## config.mk

```make
export PLATFORM = sky130hd
export DESIGN_NAME = bus_timer_slave
export DESIGN_NICKNAME = d
export VERILOG_FILES = /design/src/rtl/bus_timer_slave_pkg.sv /design/src/rtl/bus_slave_resp.sv /design/src/rtl/bus_timer_slave.sv
export SDC_FILE = /design/constraint.sdc
export NUM_CORES = 1
export LEC_CHECK = 0
export BUFFER_PORTS_ARGS = -buffer_cell sky130_fd_sc_hd__buf_4
export CORE_MARGIN = 2
export CORE_UTILIZATION = 30
export CTS_BUF_LIST = sky130_fd_sc_hd__clkbuf_4
export DETAILED_ROUTE_END_ITERATION = 10
export PLACE_DENSITY = 0.47
export SLEW_MARGIN = 20
export SYNTH_ARGS = -nofsm -noshare
export SYNTH_HDL_FRONTEND = slang
export SYNTH_SLANG_ARGS = --single-unit
export TNS_END_PERCENT = 100
```

## constraint.sdc

```tcl
create_clock -name clk -period 2.1 [get_ports clk]
set_input_delay 0.42 -clock clk [delete_from_list [all_inputs] [get_ports clk]]
set_output_delay 0.42 -clock clk [all_outputs]
set_load 0.02 [all_outputs]
```

## src/rtl/bus_timer_slave_pkg.sv

```systemverilog
// Shared constants for the bus timer slave: bus widths and polarities, register map,
// control/interrupt bit positions and handshake FSM encoding (PRESC used with TIMER_PRESCALER_EN).
package bus_timer_slave_pkg;

    localparam int DATA_W = 32;
    localparam int ADDR_W = 3;

    // Bus strobes and ready are active-low; RW high means read.
    localparam logic ASSERTED_L = 1'b0;
    localparam logic RW_READ    = 1'b1;

    localparam logic [ADDR_W-1:0] OFF_CTRL  = 3'd0;
    localparam logic [ADDR_W-1:0] OFF_INTR  = 3'd1;
    localparam logic [ADDR_W-1:0] OFF_EXPR  = 3'd2;
    localparam logic [ADDR_W-1:0] OFF_COUNT = 3'd3;
    localparam logic [ADDR_W-1:0] OFF_PRESC = 3'd4;

    localparam int CTRL_START_BIT    = 0;
    localparam int CTRL_PERIODIC_BIT = 1;
    localparam int INTR_FLAG_BIT     = 0;

    localparam int PRESC_W = 8;

    localparam int DEFAULT_WAIT_STATES = 0;
    localparam int WAIT_CNT_W          = 3;

    typedef enum logic [1:0] {
        ST_IDLE = 2'd0,
        ST_WAIT = 2'd1,
        ST_RESP = 2'd2
    } resp_state_t;

endpackage

```

## src/rtl/bus_slave_resp.sv

```systemverilog
// Generic bus slave handshake: accepts a strobed transaction, inserts WAIT_STATES wait
// cycles, then pulses ready for one cycle together with a commit strobe and latched request.
module bus_slave_resp
    import bus_timer_slave_pkg::*;
#(
    parameter int WAIT_STATES = DEFAULT_WAIT_STATES
) (
    input  logic              clk,
    input  logic              reset_,
    input  logic              cs_,
    input  logic              as_,
    input  logic              rw,
    input  logic [ADDR_W-1:0] addr,
    input  logic [DATA_W-1:0] wr_data,
    output logic              rdy_,
    output logic              commit,
    output logic              lat_rw,
    output logic [ADDR_W-1:0] lat_addr,
    output logic [DATA_W-1:0] lat_wr_data
);

    localparam logic [WAIT_CNT_W-1:0] WAIT_LOAD =
        (WAIT_STATES > 0) ? WAIT_CNT_W'(WAIT_STATES - 1) : '0;

    resp_state_t           state;
    resp_state_t           state_nxt;
    logic [WAIT_CNT_W-1:0] wait_cnt;
    logic [WAIT_CNT_W-1:0] wait_nxt;
    logic                  accept;

    // Strobes outside IDLE are dropped: the initiator never has a second transaction pending.
    assign accept = (state == ST_IDLE) && (cs_ == ASSERTED_L) && (as_ == ASSERTED_L);

    always_comb begin
        state_nxt = state;
        wait_nxt  = wait_cnt;
        rdy_      = ~ASSERTED_L;
        commit    = 1'b0;
        case (state)
            ST_IDLE: begin
                if (accept) begin
                    if (WAIT_STATES > 0) begin
                        state_nxt = ST_WAIT;
                        wait_nxt  = WAIT_LOAD;
                    end else begin
                        state_nxt = ST_RESP;
                    end
                end
            end
            ST_WAIT: begin
                if (wait_cnt == '0) begin
                    state_nxt = ST_RESP;
                end else begin
                    wait_nxt = wait_cnt - 1'b1;
                end
            end
            ST_RESP: begin
                rdy_      = ASSERTED_L;
                commit    = 1'b1;
                state_nxt = ST_IDLE;
            end
            default: begin
                state_nxt = ST_IDLE;
            end
        endcase
    end

    always_ff @(posedge clk or negedge reset_) begin
        if (!reset_) begin
            state       <= ST_IDLE;
            wait_cnt    <= '0;
            lat_rw      <= 1'b0;
            lat_addr    <= '0;
            lat_wr_data <= '0;
        end else begin
            state    <= state_nxt;
            wait_cnt <= wait_nxt;
            if (accept) begin
                lat_rw      <= rw;
                lat_addr    <= addr;
                lat_wr_data <= wr_data;
            end
        end
    end

endmodule

```

## src/rtl/bus_timer_slave.sv

```systemverilog
// Bus-attached programmable interval timer with CTRL/INTR/EXPR/COUNT registers and an
// interrupt output. Define TIMER_PRESCALER_EN to add the PRESC tick divider at offset 4.
module bus_timer_slave
    import bus_timer_slave_pkg::*;
#(
    parameter int WAIT_STATES = DEFAULT_WAIT_STATES
) (
    input  logic              clk,
    input  logic              reset_,
    input  logic              Cs_,
    input  logic              As_,
    input  logic              RW,
    input  logic [ADDR_W-1:0] Addr,
    input  logic [DATA_W-1:0] WrData,
    output logic [DATA_W-1:0] RdData,
    output logic              Rdy_,
    output logic              Irq
);

    logic              commit;
    logic              lat_rw;
    logic [ADDR_W-1:0] lat_addr;
    logic [DATA_W-1:0] lat_wr_data;

    logic              start;
    logic              periodic;
    logic              flag;
    logic [DATA_W-1:0] expr;
    logic [DATA_W-1:0] count;

    logic              wr_en;
    logic              rd_en;
    logic              tick;
    logic              tick_en;
    logic              expire;
    logic [DATA_W-1:0] rd_sel;

    bus_slave_resp #(
        .WAIT_STATES (WAIT_STATES)
    ) u_resp (
        .clk         (clk),
        .reset_      (reset_),
        .cs_         (Cs_),
        .as_         (As_),
        .rw          (RW),
        .addr        (Addr),
        .wr_data     (WrData),
        .rdy_        (Rdy_),
        .commit      (commit),
        .lat_rw      (lat_rw),
        .lat_addr    (lat_addr),
        .lat_wr_data (lat_wr_data)
    );

    assign wr_en = commit && (lat_rw != RW_READ);
    assign rd_en = commit && (lat_rw == RW_READ);

`ifdef TIMER_PRESCALER_EN
    logic [PRESC_W-1:0] presc;
    logic [PRESC_W-1:0] presc_cnt;
    logic               presc_wr;

    assign presc_wr = wr_en && (lat_addr == OFF_PRESC);
    assign tick     = (presc_cnt == presc);

    // Holding the divider at zero while stopped makes every START 0->1 begin a fresh period.
    always_ff @(posedge clk or negedge reset_) begin
        if (!reset_) begin
            presc     <= '0;
            presc_cnt <= '0;
        end else begin
            if (presc_wr) begin
                presc <= lat_wr_data[PRESC_W-1:0];
            end
            if (!start || presc_wr || tick) begin
                presc_cnt <= '0;
            end else begin
                presc_cnt <= presc_cnt + 1'b1;
            end
        end
    end
`else
    assign tick = 1'b1;
`endif

    assign tick_en = start && tick;
    assign expire  = tick_en && (count == expr);
    assign Irq     = flag;

    // Bus writes follow the timer update so they win the same edge; an expiry still wins over clearing FLAG.
    always_ff @(posedge clk or negedge reset_) begin
        if (!reset_) begin
            start    <= 1'b0;
            periodic <= 1'b0;
            flag     <= 1'b0;
            expr     <= '0;
            count    <= '0;
        end else begin
            if (tick_en) begin
                if (expire) begin
                    count <= '0;
                    flag  <= 1'b1;
                    if (!periodic) begin
                        start <= 1'b0;
                    end
                end else begin
                    count <= count + 32'd1;
                end
            end
            if (wr_en) begin
                case (lat_addr)
                    OFF_CTRL: begin
                        start    <= lat_wr_data[CTRL_START_BIT];
                        periodic <= lat_wr_data[CTRL_PERIODIC_BIT];
                    end
                    OFF_INTR: begin
                        if (!expire) begin
                            flag <= lat_wr_data[INTR_FLAG_BIT];
                        end
                    end
                    OFF_EXPR:  expr  <= lat_wr_data;
                    OFF_COUNT: count <= lat_wr_data;
                    default: ;
                endcase
            end
        end
    end

    always_comb begin
        rd_sel = '0;
        case (lat_addr)
            OFF_CTRL: begin
                rd_sel[CTRL_START_BIT]    = start;
                rd_sel[CTRL_PERIODIC_BIT] = periodic;
            end
            OFF_INTR:  rd_sel[INTR_FLAG_BIT] = flag;
            OFF_EXPR:  rd_sel = expr;
            OFF_COUNT: rd_sel = count;
`ifdef TIMER_PRESCALER_EN
            OFF_PRESC: rd_sel[PRESC_W-1:0] = presc;
`endif
            default: ;
        endcase
    end

    assign RdData = rd_en ? rd_sel : '0;

endmodule

```

==> results of run 1 <==
power groups by stage:
stage | Clock, uW | Combinational (uW) | Sequential (uW)
global route | 1040 | 2660 | 3640
CTS | 965 | 2430 | 3520
global placement | 0 | 2290 | 3520
floorplan | 0 | 1640 | 3270
finish | 902 | 2400 | 3520
detailed placement | 0 | 2310 | 3550
cells in the final DEF (no fill, tap or decap), types with 7 or more instances in the layout:
cell type and count:
buf_4 103, clkbuf_4 10, o31ai_1 26, nor4_1 9
nand2_1 42, a22oi_1 20, nor2_1 35, nand4_1 15
xnor2_1 7, mux2_2 67, xor2_1 54, buf_12 10
dfrtp_1 101, nand3_1 10, a22oi_2 11
area by class of cell:
type	count	area, um2
Fill cell	1842	11200
Multi-Input combinational cell	348	2780
Sequential cell	104	2610
Timing Repair Buffer	117	1020
Tap cell	229	287
Clock buffer	10	75.1
Clock inverter	4	23.8
Inverter	3	11.3
Antenna cell	1	2.50
sequential cells by signal (all words and copies together), names as in the netlist:
name	count
u_resp.lat_addr	3
count	32
periodic	1
u_resp.lat_rw	1
expr	32
start	1
Irq	1
u_resp.state	1
u_resp.lat_wr_data	32
how the worst min path moves through the flow:
stage                          start                      to  cells past startpoint
after floorplan               reset_                     Irq                      0
after global placement        reset_      u_resp.lat_addr[0]                      1
after detailed placement      reset_      u_resp.lat_addr[0]                      1
after CTS                 WrData[27]  u_resp.lat_wr_data[27]                      2
after global routing      WrData[29]  u_resp.lat_wr_data[29]                      2
final                     WrData[27]  u_resp.lat_wr_data[27]                      2
per-stage QoR:
step	hold slack (ns)	setup WS (ns)	util, %	total power, uW
after floorplan	0.124	0.133	-	4910
after global placement	0.420	0.129	36.2	5810
after detailed placement	0.411	0.117	36.2	5860
after CTS	0.0968	-0.253	37.6	6920
after global routing	0.0839	-0.361	37.9	7340
final	0.149	-0.197	37.9	6820
timing repair:
| action | CTS | global route |
|---|---|---|
| setup endpoints to repair | 32 | 38 |
| hold endpoints to repair | 31 | 0 |
| gates resized for setup | 21 | 6 |
| pin swaps | 3 | 2 |
| hold buffers | 1 | 0 |
| buffers inserted | 6 | 2 |
cell families after synthesis:
family / Yosys count
simple gates: 143
flops: 104
mux: 73
compound gates: 70
xor+xnor: 61
buf+inv: 42
fa+ha+maj: 1
per-layer routing:
layer	vias up	global-route usage (%)	share of wire, %
met5	-	0	0
met4	0	3.72	0.94
met3	9	3.92	3.7
met2	62	26.4	51
met1	2018	20.5	45
li1	1949	-	-
==> summary.md, run 1 <==
| Metric | Value |
|---|---|
| Avg Vias per Cell | between 4 and 5 |
| Post-Synth Adder-Cell Area | 0.227% |
| Most common cell in the netlist | dfrtp_1 |
| Syn nets | 535 |
| Final worst slack | -0.197 ns |
| Routed length per instance | between 15 and 20 um |
| R2r endpoint | count[17] |
| CP startpoint kind | flop |
| Leakage | 0.00293 uW |
| Psw | 2620 uW |
| Slew Viols, Final | 0 |
| Initial drt markers | about 180 |
| Clk sink count | about 100 |
| Syn avg cell area | between 10 and 15 um2 |
| WP buf/inv | 2 |
| Violated checks | negative setup slack |
| GR Overflow Total | 0 |
| Reg2Reg Launch Point | count[28] |
| Worst vdd ir | between 0.3 and 0.4 mV |
| Mux cell area share after synthesis | 14.9% |
| CTS tree | built |
| Post-synth top cells | dfrtp_1 (104), mux2_2 (67), xor2_1 (54), nand2_1 (42), nor2_1 (36) |
| Relative slew slack | 59.9% |
| Clock Skews | approximately 0.032 ns |
| Site Rows | around 50 |
| Post-synth top flop | dfrtp_1 |
| Pwr dens | 1000 mW/mm2 |
| Fin crit period | ~2.3 ns |
| Routability cong. | between 0.8 and 0.9 |
| H-tree Lvls | 3 |
| Post-Synth XOR/XNOR Area | ~9.7% |
| Sw frac | a little under two fifths |
| Vias | about 4000 |
| Critical path class | reg -> out |
| Synthesized netlist cell count | around 490 |
| Total GRT Usage | between 15 and 20% |
| Post-Synthesis Cell Area | between 0.005 and 0.006 mm2 |
| Detailed Routing Iterations Pass 1 | 5 |
| Fin cells | 816 |
| Levels on crit path | 5 |
| First-pass GRT wire length | around 24 mm |
| Final WL | between 10 and 15 mm |
| Outcome | finished with violations |
| Boundary Pins | 74 |
| Final setup vio count | 32 |
| Largest family of logic cells by synthesized area | multiplexers |
| Worst-path maximum fanout | 14 |
| Cells on worst reg2reg path | 7 |
| Area fraction in compound gates after synthesis | between 9 and 10% |
| Final Hold Fails | 0 |
| Unrepaired setup endpoints after global routing | yes |
| IO buf count | 73 |
| Clk slew on worst S/H paths | 0.16 ns |
| Worst Hold Class | in -> reg |
| CP delay by family, top | flip-flops |
| Core area | around 0.018 mm2 |
| Worst skew pair latency | 0.49 ns |
| Final nets | 624 |
| Layout area overhead | 23.5% |
| Yosys reg bits | 104 |
| Worst setup endpoint | RdData[6] |
| Seq pwr share | between 50% and 60% |
| Cell breakdown of the critical path | and3b_2 > buf_12 > a22oi_1 > nor2_1 > buf_4 |
| Fin area | about 0.007 mm2 |
| Register area share after synthesis | between 40% and 50% |
| Starting Density | between 30% and 40% |
| Post-synth EDFFs | 0 |
| Initial antenna violation count | 1 |
| Crit end category | output port |
| Int Pwr | around 4200 uW |
| CP max stage cell | dfrtp_2 |
| Clk pwr share | 13.2% |
| Critical Path Source | u_resp.lat_addr[0] |
| Yosys warns | 0 |
| Final ANT Viol Nets | 0 |
| Synth area leader | dfrtp_1 |
| Req. time, crit path | 1.68 ns |
| CP arrival | roughly 1.9 ns |
| Max-cap violation count | 0 |
| Cts bufs inserted | 9 |
| Post-route DRC | 0 |
| Yosys top cell area share | between 40% and 50% |
| Fraction of layout instances using a drive strength above 1 | roughly two fifths |
| Placed cell areas | approximately 0.0065 mm2 |
| Tcrit/Tclk final | 109% |
| Die width | between 100 and 150 um |
| Simple-Gate Fraction of Synth Area | 14.2% |
| Pin count of the biggest net entering global routing | 39 |
| Root buf cell | clkbuf_4 |
| Synth area leaders | dfrtp_1 (47%), mux2_2 (14%), xor2_1 (8.6%), a22oi_1 (4.2%), o31ai_1 (3.5%) |
| Combinational power share | between 30% and 40% |
| Slew at the pin closest to its max-slew limit | between 0.5 and 0.6 ns |
| Final HPWL DP | 10.5 mm |
| Vias in the first global route | 4352 |
| Async SR Flop Fraction | 100% |
| Flop2flop setup slack | ~0.11 ns |
| Chip height | between 100 and 150 um |
| Distinct cells, synth | 42 |
| Setup TNS | -5.31 ns |
| Inst Count DP | ~790 |
| CTS Buffer Depth | 2 |
| Highest Clock Rate | approximately 440 MHz |
| Max incr delay on CP | ~0.49 ns |
| Total Die Area | just under 0.02 mm2 |
Power figures use the tool's default switching activity.
==> run 2: changes to the inputs <==
Settings changed: CORE_ASPECT_RATIO from default to 0.6.
==> run 2 against run 1 <==
  * Worst setup slack got worse by 0.022 ns
  * Critical endpoint is now RdData[13]
  * Clock skew fell by 0.012 ns
  * The flow still finishes with violations (negative setup slack)
  * Combinational power rose by 8%
  * Non-clock buffer count rose by 5
  * Cell count rose by 2.0%
==> summary.md, run 2 (synthesis results as in run 1) <==
| Metric | Value |
|---|---|
| CP startpoint kind | flop (unchanged) |
| Initial antenna violation count | 0 (was 1) |
| Site Rows | 38 (was 49) |
| Register area | 0.00261 mm2 (about the same) |
| Clk sink count | 104 (unchanged) |
| Post-route DRC | 0 (unchanged) |
| Fillers | 1792 (was 1842) |
| Clock Skews | 0.0204 ns (was 0.0319 ns) |
| Pin count of the biggest net entering global routing | 55 (was 39) |
| GRT met2 Usage | 23.6% (was 26.4%) |
| Final setup vio count | 32 (unchanged) |
| Cts bufs inserted | 9 (unchanged) |
| CP arrival | 1.90 ns (was 1.88 ns) |
| Fin cells | 832 (was 816) |
| Die width | 179 um (was 139 um) |
| Fraction of layout instances using a drive strength above 1 | 39.7% (was 39.8%) |
| GR Overflow Total | 0 (unchanged) |
| Detailed Routing Iterations Pass 1 | 4 (was 5) |
| Routability cong. | 0.769 (was 0.827) |
| Initial drt markers | 291 (was 178) |
| First-pass GRT wire length | 23.8 mm (was 24.0 mm) |
| Relative slew slack | 59.9% (about the same) |
| Worst skew pair latency | 0.49 ns (about the same) |
| Worst vdd ir | 0.332 mV (was 0.336 mV) |
| GR peak layer | met1 (was met2) |
| Commonest non-fill, non-tap cells in the layout | buf_4 (106), dfrtp_1 (99), mux2_2 (66) (was buf_4 (103), dfrtp_1 (101), mux2_2 (67)) |
| Starting Density | 30.6% (was 30.7%) |
| Vias in the first global route | 4208 (was 4352) |
| Violated checks | negative setup slack (unchanged) |
| Slew Viols, Final | 0 (unchanged) |
| Critical path class | reg -> out (unchanged) |
| Clk slew on worst S/H paths | 0.17 ns (was 0.16 ns) |
| Total GRT Usage | 16.2% (was 15.7%) |
| Max incr delay on CP | 0.47 ns (was 0.49 ns) |
| Commonest non-fill, non-tap cell in the layout | buf_4 (unchanged) |
| Chip height | 109 um (was 139 um) |
| N_diodes | 0 (was 1) |
| Cell breakdown of the critical path | and3b_2 > buf_12 > a22oi_1 > nor2_1 > buf_4 (unchanged) |
| Outcome | finished with violations (unchanged) |
| Fin crit period | 2.32 ns (was 2.30 ns) |
| Pwr dens | 1060 mW/mm2 (was 1000 mW/mm2) |
| Grt met1 use | 24.3% (was 20.5%) |
| Worst Hold Class | in -> reg (unchanged) |
| Crit end category | output port (unchanged) |
| Final Hold Fails | 0 (unchanged) |
| Highest Clock Rate | 431 MHz (was 435 MHz) |
| Routed length per instance | 18.0 um (was 17.8 um) |
| Unrepaired setup endpoints after global routing | yes (unchanged) |
| Boundary Pins | 74 (unchanged) |
| Final ANT Viol Nets | 0 (unchanged) |
| CP max stage cell | dfrtp_2 (unchanged) |
| Core area | 0.0180 mm2 (about the same) |
| Setup TNS | -5.38 ns (was -5.31 ns) |
| Req. time, crit path | 1.68 ns (about the same) |
| Final HPWL DP | 10.5 mm (about the same) |
| CTS tree | built (unchanged) |
| Largest regs | count x32, expr x32, u_resp.lat_wr_data x32 (unchanged) |
| Worst-path maximum fanout | 31 (was 14) |
| Final nets | 629 (was 624) |
| CTS Buffer Depth | 2 (unchanged) |
| Inst Count DP | 808 (was 792) |
| Leakage | 0.00301 uW (was 0.00293 uW) |
| Worst slack at placement | 0.122 ns (was 0.117 ns) |
| H-tree Lvls | 3 (unchanged) |
| Total Die Area | 0.0195 mm2 (about the same) |
| Tcrit/Tclk final | 110% (was 109%) |
| Final WL | 15.0 mm (was 14.5 mm) |
| Area of the multi-input gates | 0.00276 mm2 (was 0.00278 mm2) |
| IO buf count | 73 (unchanged) |
| Avg Vias per Cell | 4.91 (was 4.95) |
| Slew at the pin closest to its max-slew limit | 0.596 ns (was 0.595 ns) |
| Layout area overhead | 25.9% (was 23.5%) |
| GR Util met3 | 3.94% (was 3.92%) |
| Root buf cell | clkbuf_4 (unchanged) |
| Max-cap violation count | 0 (unchanged) |
| Vias | 4086 (was 4038) |
| Final worst slack | -0.219 ns (was -0.197 ns) |
-- run 2: cell count changes in the layout (fill, tap and decap cells not counted), sizes merged --
cell      delta
inv          +1
clkinvlp     -2
clkbuf       +1
bufinv       +3
diode        -1
buf          +3
-- run 2: final timing paths --
kind                                   startpoint                      to  slack, ns  depth (start not counted)
hold reg to reg            u_resp.lat_wr_data[13]               count[13]       0.53                          2
hold / removal                         WrData[26]  u_resp.lat_wr_data[26]       0.14                          2
min in group asynchronous                  reset_               count[19]       0.39                          2
setup reg to reg                        count[21]                count[2]       0.10                          7
setup / recovery               u_resp.lat_addr[0]              RdData[13]      -0.22                          5
max in group asynchronous                  reset_   u_resp.lat_wr_data[6]       1.03                          3
-- run 2: layer usage --
metal	vias up	share of wire, %
met2	84	43
met5	-	0
met1	2023	52
met3	13	5.1
met4	0	0.86
li1	1966	-
-- run 2: metrics by stage --
stage / instance area [um2] / total power, uW / utilization (%) / hold WS [ns]
after floorplan: 5510 / 4910 / - / 0.124
after CTS: 6820 / 7340 / 37.9 / 0.0865
final: 6930 / 7350 / 38.5 / 0.142
after detailed placement: 6590 / 5990 / 36.5 / 0.404
after global placement: 6590 / 5930 / 36.5 / 0.402
after global routing: 6930 / 7860 / 38.5 / 0.0953
-- run 2: worst max-delay path: cells and delay by family, from the launching register on --
kind | cells | cell delay [ns]
flip-flops | 1 | 0.47
buffers and inverters | 2 | 0.33
AND/OR/NAND/NOR | 2 | 0.32
AO/OA/AOI/OAI | 1 | 0.27
-- run 2: final cells by class --
class / instances / area share, %
timing repair buffer: 122 / 15.6
clock buffer: 9 / 0.975
sequential: 104 / 37.6
inverter: 3 / 0.162
tap: 240 / 4.33
multi-input combinational: 348 / 39.7
clock inverter: 6 / 1.55
-- run 2: power by group --
part / switching [uW] / leakage (uW) / internal, uW
Sequential: 775 / 0.00130 / 2700
Clock: 691 / 0.0000938 / 595
Combinational: 1250 / 0.00161 / 1340
Total: 2710 / 0.00301 / 4630
-- run 2: what timing repair did --
item	in CTS	in global routing
gates cloned	0	2
pin swaps	2	2
setup buffers	3	3
hold buffers	1	0
resized for setup	9	10
hold endpoints to repair	27	0
setup endpoints to repair	32	41
